**config.mk**
```make
export PLATFORM = sky130hd
export DESIGN_NAME = mem_port_arbiter_flat
export DESIGN_NICKNAME = d
export VERILOG_FILES = /design/src/rtl/mem_arb_pkg.sv /design/src/rtl/mem_port_arbiter_if.sv /design/src/rtl/mem_port_arbiter_prio.sv /design/src/rtl/mem_port_arbiter.sv /design/src/flat_wrapper.sv
export SDC_FILE = /design/constraint.sdc
export NUM_CORES = 1
export LEC_CHECK = 0
export BUFFER_PORTS_ARGS = -buffer_cell sky130_fd_sc_hd__clkbuf_2
export CAP_MARGIN = 20
export CORE_MARGIN = 3
export CORE_UTILIZATION = 40
export CTS_BUF_LIST = sky130_fd_sc_hd__clkbuf_8
export DETAILED_ROUTE_END_ITERATION = 10
export PLACE_DENSITY = 0.81
export SLEW_MARGIN = 25
export SYNTH_ARGS = -nofsm -noshare
export SYNTH_HDL_FRONTEND = slang
export SYNTH_SLANG_ARGS = --single-unit
```
**constraint.sdc**
```tcl
create_clock -name clk -period 3.6 [get_ports clk]
set_input_delay 0 -clock clk [delete_from_list [all_inputs] [get_ports clk]]
set_output_delay 0 -clock clk [all_outputs]
set_load 0.02 [all_outputs]
```
**src/rtl/mem_arb_pkg.sv**
```systemverilog
// Shared types and constants for the single-port memory arbiter.
package mem_arb_pkg;

  typedef enum logic [1:0] {
    IDLE    = 2'd0,
    SERVE_I = 2'd1,
    SERVE_D = 2'd2
  } state_t;

  typedef enum logic {
    OWN_I = 1'b0,
    OWN_D = 1'b1
  } owner_t;

  localparam logic [3:0] WE_NONE = 4'b0000;

endpackage

```
**src/rtl/mem_port_arbiter_if.sv**
```systemverilog
// Bundle of the fetch, data and memory-side signals around the arbiter.
// slave is the arbiter's view; master is the core/memory side driving it.
interface mem_port_arbiter_if #(
  parameter int ADDR_WIDTH = 32,
  parameter int DATA_WIDTH = 32
);

  logic                  if_req;
  logic [ADDR_WIDTH-1:0] if_addr;
  logic [DATA_WIDTH-1:0] if_rdata;
  logic                  if_ack;

  logic                  d_req;
  logic [3:0]            d_we;
  logic [ADDR_WIDTH-1:0] d_addr;
  logic [DATA_WIDTH-1:0] d_wdata;
  logic [DATA_WIDTH-1:0] d_rdata;
  logic                  d_ack;

  logic                  mem_req;
  logic [ADDR_WIDTH-1:0] mem_addr;
  logic [3:0]            mem_we;
  logic [DATA_WIDTH-1:0] mem_wdata;
  logic [DATA_WIDTH-1:0] mem_rdata;
  logic                  mem_ready;

  logic                  stall_if;
  logic                  stall_d;

  modport slave (
    input  if_req, if_addr, d_req, d_we, d_addr, d_wdata, mem_rdata, mem_ready,
    output if_rdata, if_ack, d_rdata, d_ack,
    output mem_req, mem_addr, mem_we, mem_wdata, stall_if, stall_d
  );

  modport master (
    output if_req, if_addr, d_req, d_we, d_addr, d_wdata, mem_rdata, mem_ready,
    input  if_rdata, if_ack, d_rdata, d_ack,
    input  mem_req, mem_addr, mem_we, mem_wdata, stall_if, stall_d
  );

endinterface

```
**src/rtl/mem_port_arbiter_prio.sv**
```systemverilog
// Winner select between fetch and data, with the data-streak counter that
// bounds how long a waiting fetch can be starved.
module mem_arb_prio
  import mem_arb_pkg::*;
#(
  parameter int unsigned MAX_D_BURST = 3
) (
  input  logic   clk,
  input  logic   rst_n,
  input  logic   grant_en,
  input  logic   i_req,
  input  logic   d_req,
  output logic   grant_vld,
  output owner_t grant_own
);

  localparam logic [3:0] BURST_MAX = 4'(MAX_D_BURST);

  logic [3:0] streak_q;
  logic [3:0] streak_d;

  // Data wins unless fetch is waiting and data has used up its streak.
  always_comb begin
    grant_vld = grant_en & (i_req | d_req);
    if (d_req && (!i_req || (streak_q != BURST_MAX))) begin
      grant_own = OWN_D;
    end else begin
      grant_own = OWN_I;
    end
  end

  // Streak counts data grants that overtook a waiting fetch.
  always_comb begin
    streak_d = streak_q;
    if (grant_vld) begin
      if ((grant_own == OWN_I) || !i_req) begin
        streak_d = '0;
      end else if (streak_q < BURST_MAX) begin
        streak_d = streak_q + 4'd1;
      end
    end
  end

  // Streak register.
  always_ff @(posedge clk or negedge rst_n) begin
    if (!rst_n) begin
      streak_q <= '0;
    end else begin
      streak_q <= streak_d;
    end
  end

endmodule

```
**src/rtl/mem_port_arbiter.sv**
```systemverilog
// Sequences one single-ported memory between instruction fetch and data
// access, one transaction at a time, with registered memory handshakes.
//
// state   | meaning
// IDLE    | no transaction outstanding; arbitrate and launch on a request
// SERVE_I | fetch transaction on the memory bus, waiting for mem_ready
// SERVE_D | data transaction on the memory bus, waiting for mem_ready
module mem_port_arbiter
  import mem_arb_pkg::*;
#(
  parameter int          ADDR_WIDTH  = 32,
  parameter int          DATA_WIDTH  = 32,
  parameter int unsigned MAX_D_BURST = 3
) (
  input logic                clk,
  input logic                rst_n,
  mem_port_arbiter_if.slave  bus
);

  localparam logic [1:0] ST_IDLE    = IDLE;
  localparam logic [1:0] ST_SERVE_I = SERVE_I;
  localparam logic [1:0] ST_SERVE_D = SERVE_D;

  logic [1:0]            state_q,     state_d;
  logic                  mem_req_q,   mem_req_d;
  logic [ADDR_WIDTH-1:0] mem_addr_q,  mem_addr_d;
  logic [3:0]            mem_we_q,    mem_we_d;
  logic [DATA_WIDTH-1:0] mem_wdata_q, mem_wdata_d;
  logic [DATA_WIDTH-1:0] if_rdata_q,  if_rdata_d;
  logic [DATA_WIDTH-1:0] d_rdata_q,   d_rdata_d;
  logic                  if_ack_q,    if_ack_d;
  logic                  d_ack_q,     d_ack_d;

  logic   grant_en;
  logic   grant_vld;
  owner_t grant_own;

  assign grant_en = (state_q == ST_IDLE);

  // A requester still holding req in its ack cycle is asking for its next
  // transaction, so the raw requests feed arbitration directly.
  mem_arb_prio #(
    .MAX_D_BURST (MAX_D_BURST)
  ) u_prio (
    .clk       (clk),
    .rst_n     (rst_n),
    .grant_en  (grant_en),
    .i_req     (bus.if_req),
    .d_req     (bus.d_req),
    .grant_vld (grant_vld),
    .grant_own (grant_own)
  );

  // Launch on grant, hold the memory bus until ready, then pulse the ack.
  always_comb begin
    state_d     = state_q;
    mem_req_d   = mem_req_q;
    mem_addr_d  = mem_addr_q;
    mem_we_d    = mem_we_q;
    mem_wdata_d = mem_wdata_q;
    if_rdata_d  = if_rdata_q;
    d_rdata_d   = d_rdata_q;
    if_ack_d    = 1'b0;
    d_ack_d     = 1'b0;
    case (state_q)
      ST_IDLE: begin
        if (grant_vld) begin
          mem_req_d = 1'b1;
          if (grant_own == OWN_D) begin
            mem_addr_d  = bus.d_addr;
            mem_we_d    = bus.d_we;
            mem_wdata_d = bus.d_wdata;
            state_d     = ST_SERVE_D;
          end else begin
            mem_addr_d  = bus.if_addr;
            mem_we_d    = WE_NONE;
            mem_wdata_d = '0;
            state_d     = ST_SERVE_I;
          end
        end
      end
      ST_SERVE_I: begin
        if (bus.mem_ready) begin
          mem_req_d  = 1'b0;
          if_ack_d   = 1'b1;
          if_rdata_d = bus.mem_rdata;
          state_d    = ST_IDLE;
        end
      end
      ST_SERVE_D: begin
        if (bus.mem_ready) begin
          mem_req_d = 1'b0;
          d_ack_d   = 1'b1;
          if (mem_we_q == WE_NONE) begin
            d_rdata_d = bus.mem_rdata;
          end
          state_d = ST_IDLE;
        end
      end
      default: begin
        mem_req_d = 1'b0;
        state_d   = ST_IDLE;
      end
    endcase
  end

  // State and registered outputs.
  always_ff @(posedge clk or negedge rst_n) begin
    if (!rst_n) begin
      state_q     <= ST_IDLE;
      mem_req_q   <= 1'b0;
      mem_addr_q  <= '0;
      mem_we_q    <= '0;
      mem_wdata_q <= '0;
      if_rdata_q  <= '0;
      d_rdata_q   <= '0;
      if_ack_q    <= 1'b0;
      d_ack_q     <= 1'b0;
    end else begin
      state_q     <= state_d;
      mem_req_q   <= mem_req_d;
      mem_addr_q  <= mem_addr_d;
      mem_we_q    <= mem_we_d;
      mem_wdata_q <= mem_wdata_d;
      if_rdata_q  <= if_rdata_d;
      d_rdata_q   <= d_rdata_d;
      if_ack_q    <= if_ack_d;
      d_ack_q     <= d_ack_d;
    end
  end

  assign bus.mem_req   = mem_req_q;
  assign bus.mem_addr  = mem_addr_q;
  assign bus.mem_we    = mem_we_q;
  assign bus.mem_wdata = mem_wdata_q;
  assign bus.if_rdata  = if_rdata_q;
  assign bus.d_rdata   = d_rdata_q;
  assign bus.if_ack    = if_ack_q;
  assign bus.d_ack     = d_ack_q;
  assign bus.stall_if  = bus.if_req & ~if_ack_q;
  assign bus.stall_d   = bus.d_req & ~d_ack_q;

endmodule
```
**src/flat_wrapper.sv**
```systemverilog
// flat-port wrapper written by rule: the top's interface ports become plain ports
module mem_port_arbiter_flat import mem_arb_pkg::*;
#(
  parameter int          ADDR_WIDTH  = 32,
  parameter int          DATA_WIDTH  = 32,
  parameter int unsigned MAX_D_BURST = 3
)
  (clk, rst_n, bus_if_req, bus_if_addr, bus_d_req, bus_d_we, bus_d_addr, bus_d_wdata, bus_mem_rdata, bus_mem_ready, bus_if_rdata, bus_if_ack, bus_d_rdata, bus_d_ack, bus_mem_req, bus_mem_addr, bus_mem_we, bus_mem_wdata, bus_stall_if, bus_stall_d);
  mem_port_arbiter_if #(.ADDR_WIDTH(ADDR_WIDTH), .DATA_WIDTH(DATA_WIDTH)) bus_i ();
  input logic clk;
  input logic rst_n;
  input wire logic [$bits(bus_i.if_req)-1:0] bus_if_req;
  input wire logic [$bits(bus_i.if_addr)-1:0] bus_if_addr;
  input wire logic [$bits(bus_i.d_req)-1:0] bus_d_req;
  input wire logic [$bits(bus_i.d_we)-1:0] bus_d_we;
  input wire logic [$bits(bus_i.d_addr)-1:0] bus_d_addr;
  input wire logic [$bits(bus_i.d_wdata)-1:0] bus_d_wdata;
  input wire logic [$bits(bus_i.mem_rdata)-1:0] bus_mem_rdata;
  input wire logic [$bits(bus_i.mem_ready)-1:0] bus_mem_ready;
  output wire logic [$bits(bus_i.if_rdata)-1:0] bus_if_rdata;
  output wire logic [$bits(bus_i.if_ack)-1:0] bus_if_ack;
  output wire logic [$bits(bus_i.d_rdata)-1:0] bus_d_rdata;
  output wire logic [$bits(bus_i.d_ack)-1:0] bus_d_ack;
  output wire logic [$bits(bus_i.mem_req)-1:0] bus_mem_req;
  output wire logic [$bits(bus_i.mem_addr)-1:0] bus_mem_addr;
  output wire logic [$bits(bus_i.mem_we)-1:0] bus_mem_we;
  output wire logic [$bits(bus_i.mem_wdata)-1:0] bus_mem_wdata;
  output wire logic [$bits(bus_i.stall_if)-1:0] bus_stall_if;
  output wire logic [$bits(bus_i.stall_d)-1:0] bus_stall_d;
  assign bus_i.if_req = bus_if_req;
  assign bus_i.if_addr = bus_if_addr;
  assign bus_i.d_req = bus_d_req;
  assign bus_i.d_we = bus_d_we;
  assign bus_i.d_addr = bus_d_addr;
  assign bus_i.d_wdata = bus_d_wdata;
  assign bus_i.mem_rdata = bus_mem_rdata;
  assign bus_i.mem_ready = bus_mem_ready;
  assign bus_if_rdata = bus_i.if_rdata;
  assign bus_if_ack = bus_i.if_ack;
  assign bus_d_rdata = bus_i.d_rdata;
  assign bus_d_ack = bus_i.d_ack;
  assign bus_mem_req = bus_i.mem_req;
  assign bus_mem_addr = bus_i.mem_addr;
  assign bus_mem_we = bus_i.mem_we;
  assign bus_mem_wdata = bus_i.mem_wdata;
  assign bus_stall_if = bus_i.stall_if;
  assign bus_stall_d = bus_i.stall_d;
  mem_port_arbiter #(.ADDR_WIDTH(ADDR_WIDTH), .DATA_WIDTH(DATA_WIDTH), .MAX_D_BURST(MAX_D_BURST)) u_core (.clk(clk), .rst_n(rst_n), .bus(bus_i));
endmodule
```
==> summary.txt <==
STA
  – Fin crit share: 0.782
  – RSZ-0062 raised after global routing: false
  – Final setup fails: 0
  – Clock skew: 11.9 ps
  – Final Slew Violations: 0
  – Min cycle time layout: about 2800 ps
  – FMAX: about 360 MHz
  – Worst slew pin tran: 1020 ps
  – Max_slew headroom: 0.316
  – Setup TNS: 0 ps
  – Hold violation total from the final report: 0

Logic synthesis
  – Synth cell types: 30
  – Mean area per synthesized cell: around 12 um2
  – Syn Nets: 659
  – Mapped cell area: 6030 um2
  – Main combinational cell family by area after synthesis: simple AND/OR/NAND/NOR gates
  – Post-synthesis mux area share: 0.121
  – Synth Area in Compound Gates: 0.105
  – Post-synthesis sequential area ratio: 0.585
  – Synthesized flop and latch total: between 100 and 150
  – Adder-Cell Fraction of Synth Area: 0.00830
  – Post-Syn Instances: slightly above 500
  – Top cell type by total area after synthesis: dfrtp_1
  – Post-synthesis xor/xnor area fraction: 0.00145
  – Yosys top cell area share: 0.585
  – Yosys warns: 0
  – Largest cells by area after synthesis: dfrtp_1 59%, mux2_2 11%, nand2_1 8.7%
  – Post-Synth Simple-Gate Area: 0.137

Detailed routing
  – DR pass1 iterations: 4
  – Overall routed net length: 18.4 mm
  – Vias: approximately 5600
  – # DRC: 0
  – Avg Vias per Cell: a little over 5
  – Iteration-0 DRC count of the detailed router: 249
  – Drt wl/cell: about 17 um
  – Detail Route Antenna Nets: 0

Die
  – Die ar.: ~17000 um2
  – Die width: ~130 um
  – Die Y: 129 um
  – Initial core utilization: 0.412
  – Core area: between 10000 and 15000 um2
  – Ports: about 270
  – Num rows: 44

Final layout
  – Final #Nets: 1053
  – FILL cells: between 1000 and 1500
  – Seq. cell area: between 3000 and 4000 um2
  – Share of cells above drive strength 1: 0.440
  – Non-filler cells, final: ~1100
  – N_diodes: 0
  – Area growth syn-to-layout: 51.9%
  – Area of the multi-input gates: roughly 2300 um2

Clocking
  – TritonCTS buffer count: 17
  – Clk_lat worst skew: 440 ps
  – Root Driver: clkbuf_8
  – Clk slew on worst S/H paths: 80 ps
  – CTS hold repair buffers: 134
  – Resize count post-CTS: 0
  – H-tree levels: 4
  – Post-CTS setup buffers: 0
  – Sink Count: around 140
  – CTS max path bufs: 2
  – CTS tree: built

Placement
  – Routability cong.: ~0.8
  – Placed Cells: 943
  – PortBufs: roughly 270
  – DP HPWL: 11.4 mm

Status
  – Status: finished, final reports clean

Critical path
  – CP startpoint kind: flop
  – Crit-path max FO: 27
  – Worst Path Required: 3970 ps
  – Crit. End Element: flop
  – Setup CP Type: flop to flop
  – R2R setup slack: between 700 and 800 ps
  – WP data arrival: 3180 ps

Run
  – Maxcap violations: 0

GRT
  – Largest net degree at the start of global routing: 108
  – Remaining global-route overflow: 0
  – First-pass GRT wire length: 28.7 mm
  – Gr usage total: 0.218
  – Antenna violations before repair: 0
  – Vias in the first global route: slightly below 6000

Worst hold path
  – Worst Hold Class: primary input to flop

Pwr
  – LEAKAGE: 4.63 nW
  – Peak VDD IR: roughly 0.00048 V
  – Cell Pwr Density: 869 nW/um2
## worst max-delay path, stage by stage (launching register included)
cell and delay (ps):
dfrtp_1 400, inv_1 90, ha_1 500, o21a_2 550
buf_4 370, nand2_1 110, o211ai_2 140, dlygate4sd3_1 580
## layout make-up
cell class                      count  area share
Clock inverter                     14      0.0107
Multi-Input combinational cell    333       0.247
Sequential cell                   141       0.385
Inverter                            3     0.00123
Timing Repair Buffer              416       0.304
Tap cell                          184      0.0251
Clock buffer                       18      0.0270
## cell usage after synthesis, drive strengths merged
master	number
nand2b	1
a22o	3
buf	21
and2	4
nand4bb	1
o21ai	38
dfrtp	141
nor2	3
o21a	1
xor2	1
mux2	65
nor4	2
nand4	32
a21o	2
ha	4
clkbuf	20
inv	3
nand2	141
nor2b	3
o211ai	32
## placed cells by master (no fill, tap or decap), types with 6 or more instances in the layout
cell type / instances
o211ai_2: 30
o21ai_0: 32
clkbuf_2: 272
nand4_1: 32
dfrtp_1: 141
buf_4: 9
dlygate4sd3_1: 134
mux2_2: 59
nand2_1: 139
clkbuf_8: 19
mux2_1: 6
## flip-flops by register name (all words and copies together), names as in the netlist
register / count
u_core.bus.d_rdata: 32
u_core.bus.mem_we: 4
u_core.state_q: 2
u_core.bus.mem_addr: 32
u_core.bus.d_ack: 1
u_core.bus.mem_req: 1
u_core.bus.mem_wdata: 32
u_core.bus.if_rdata: 32
u_core.u_prio.streak_q: 4
u_core.bus.if_ack: 1
## kinds of logic after synthesis
family | Yosys count
adder cells (fa/ha/maj) | 4
AO/OA/AOI/OAI | 76
AND/OR/NAND/NOR | 187
flip-flops | 141
buffers and inverters | 44
multiplexers | 65
XOR/XNOR | 1
## power breakdown
group          total [mW]  switching, mW  internal (mW)
logic                4.04           2.39           1.65
registers            2.80          0.449           2.35
clock network        1.13          0.632          0.494
## metrics by stage
step / setup slack [ps] / hold slack, ps / util / area, um2 / power [mW]
6_report: 786 / 104 / 0.626 / 9160 / 7.96
5_1_grt: 609 / 117 / 0.626 / 9160 / 8.45
4_1_cts: 836 / 72.7 / 0.625 / 9160 / 7.94
3_5_place_dp: 1270 / 188 / 0.510 / 7470 / 6.39
3_3_place_gp: 1400 / 194 / 0.510 / 7470 / 6.28
2_1_floorplan: 2030 / -296 / - / 6030 / 5.14
## per-layer routing
metal / GRT usage / wire, um / vias up
met5: 0 / 0 / -
li1: - / - / 2580
met2: 0.388 / 9750 / 246
met3: 0.0452 / 1090 / 45
met1: 0.255 / 7080 / 2758
met4: 0.0920 / 512 / 0
## final timing paths
kind | from | to | depth (start not counted)
worst max-delay path | u_core.state_q[0] | u_core.bus.mem_addr[2] | 7
worst max register to register | u_core.state_q[0] | u_core.bus.mem_addr[2] | 7
worst min-delay path | bus_if_req | u_core.u_prio.streak_q[2] | 4
max in group asynchronous | rst_n | u_core.bus.mem_addr[23] | 3
worst min register to register | u_core.bus.mem_wdata[22] | u_core.bus.mem_wdata[22] | 2
min in group asynchronous | rst_n | u_core.bus.if_rdata[21] | 2
(Power assumes the default switching activity.)
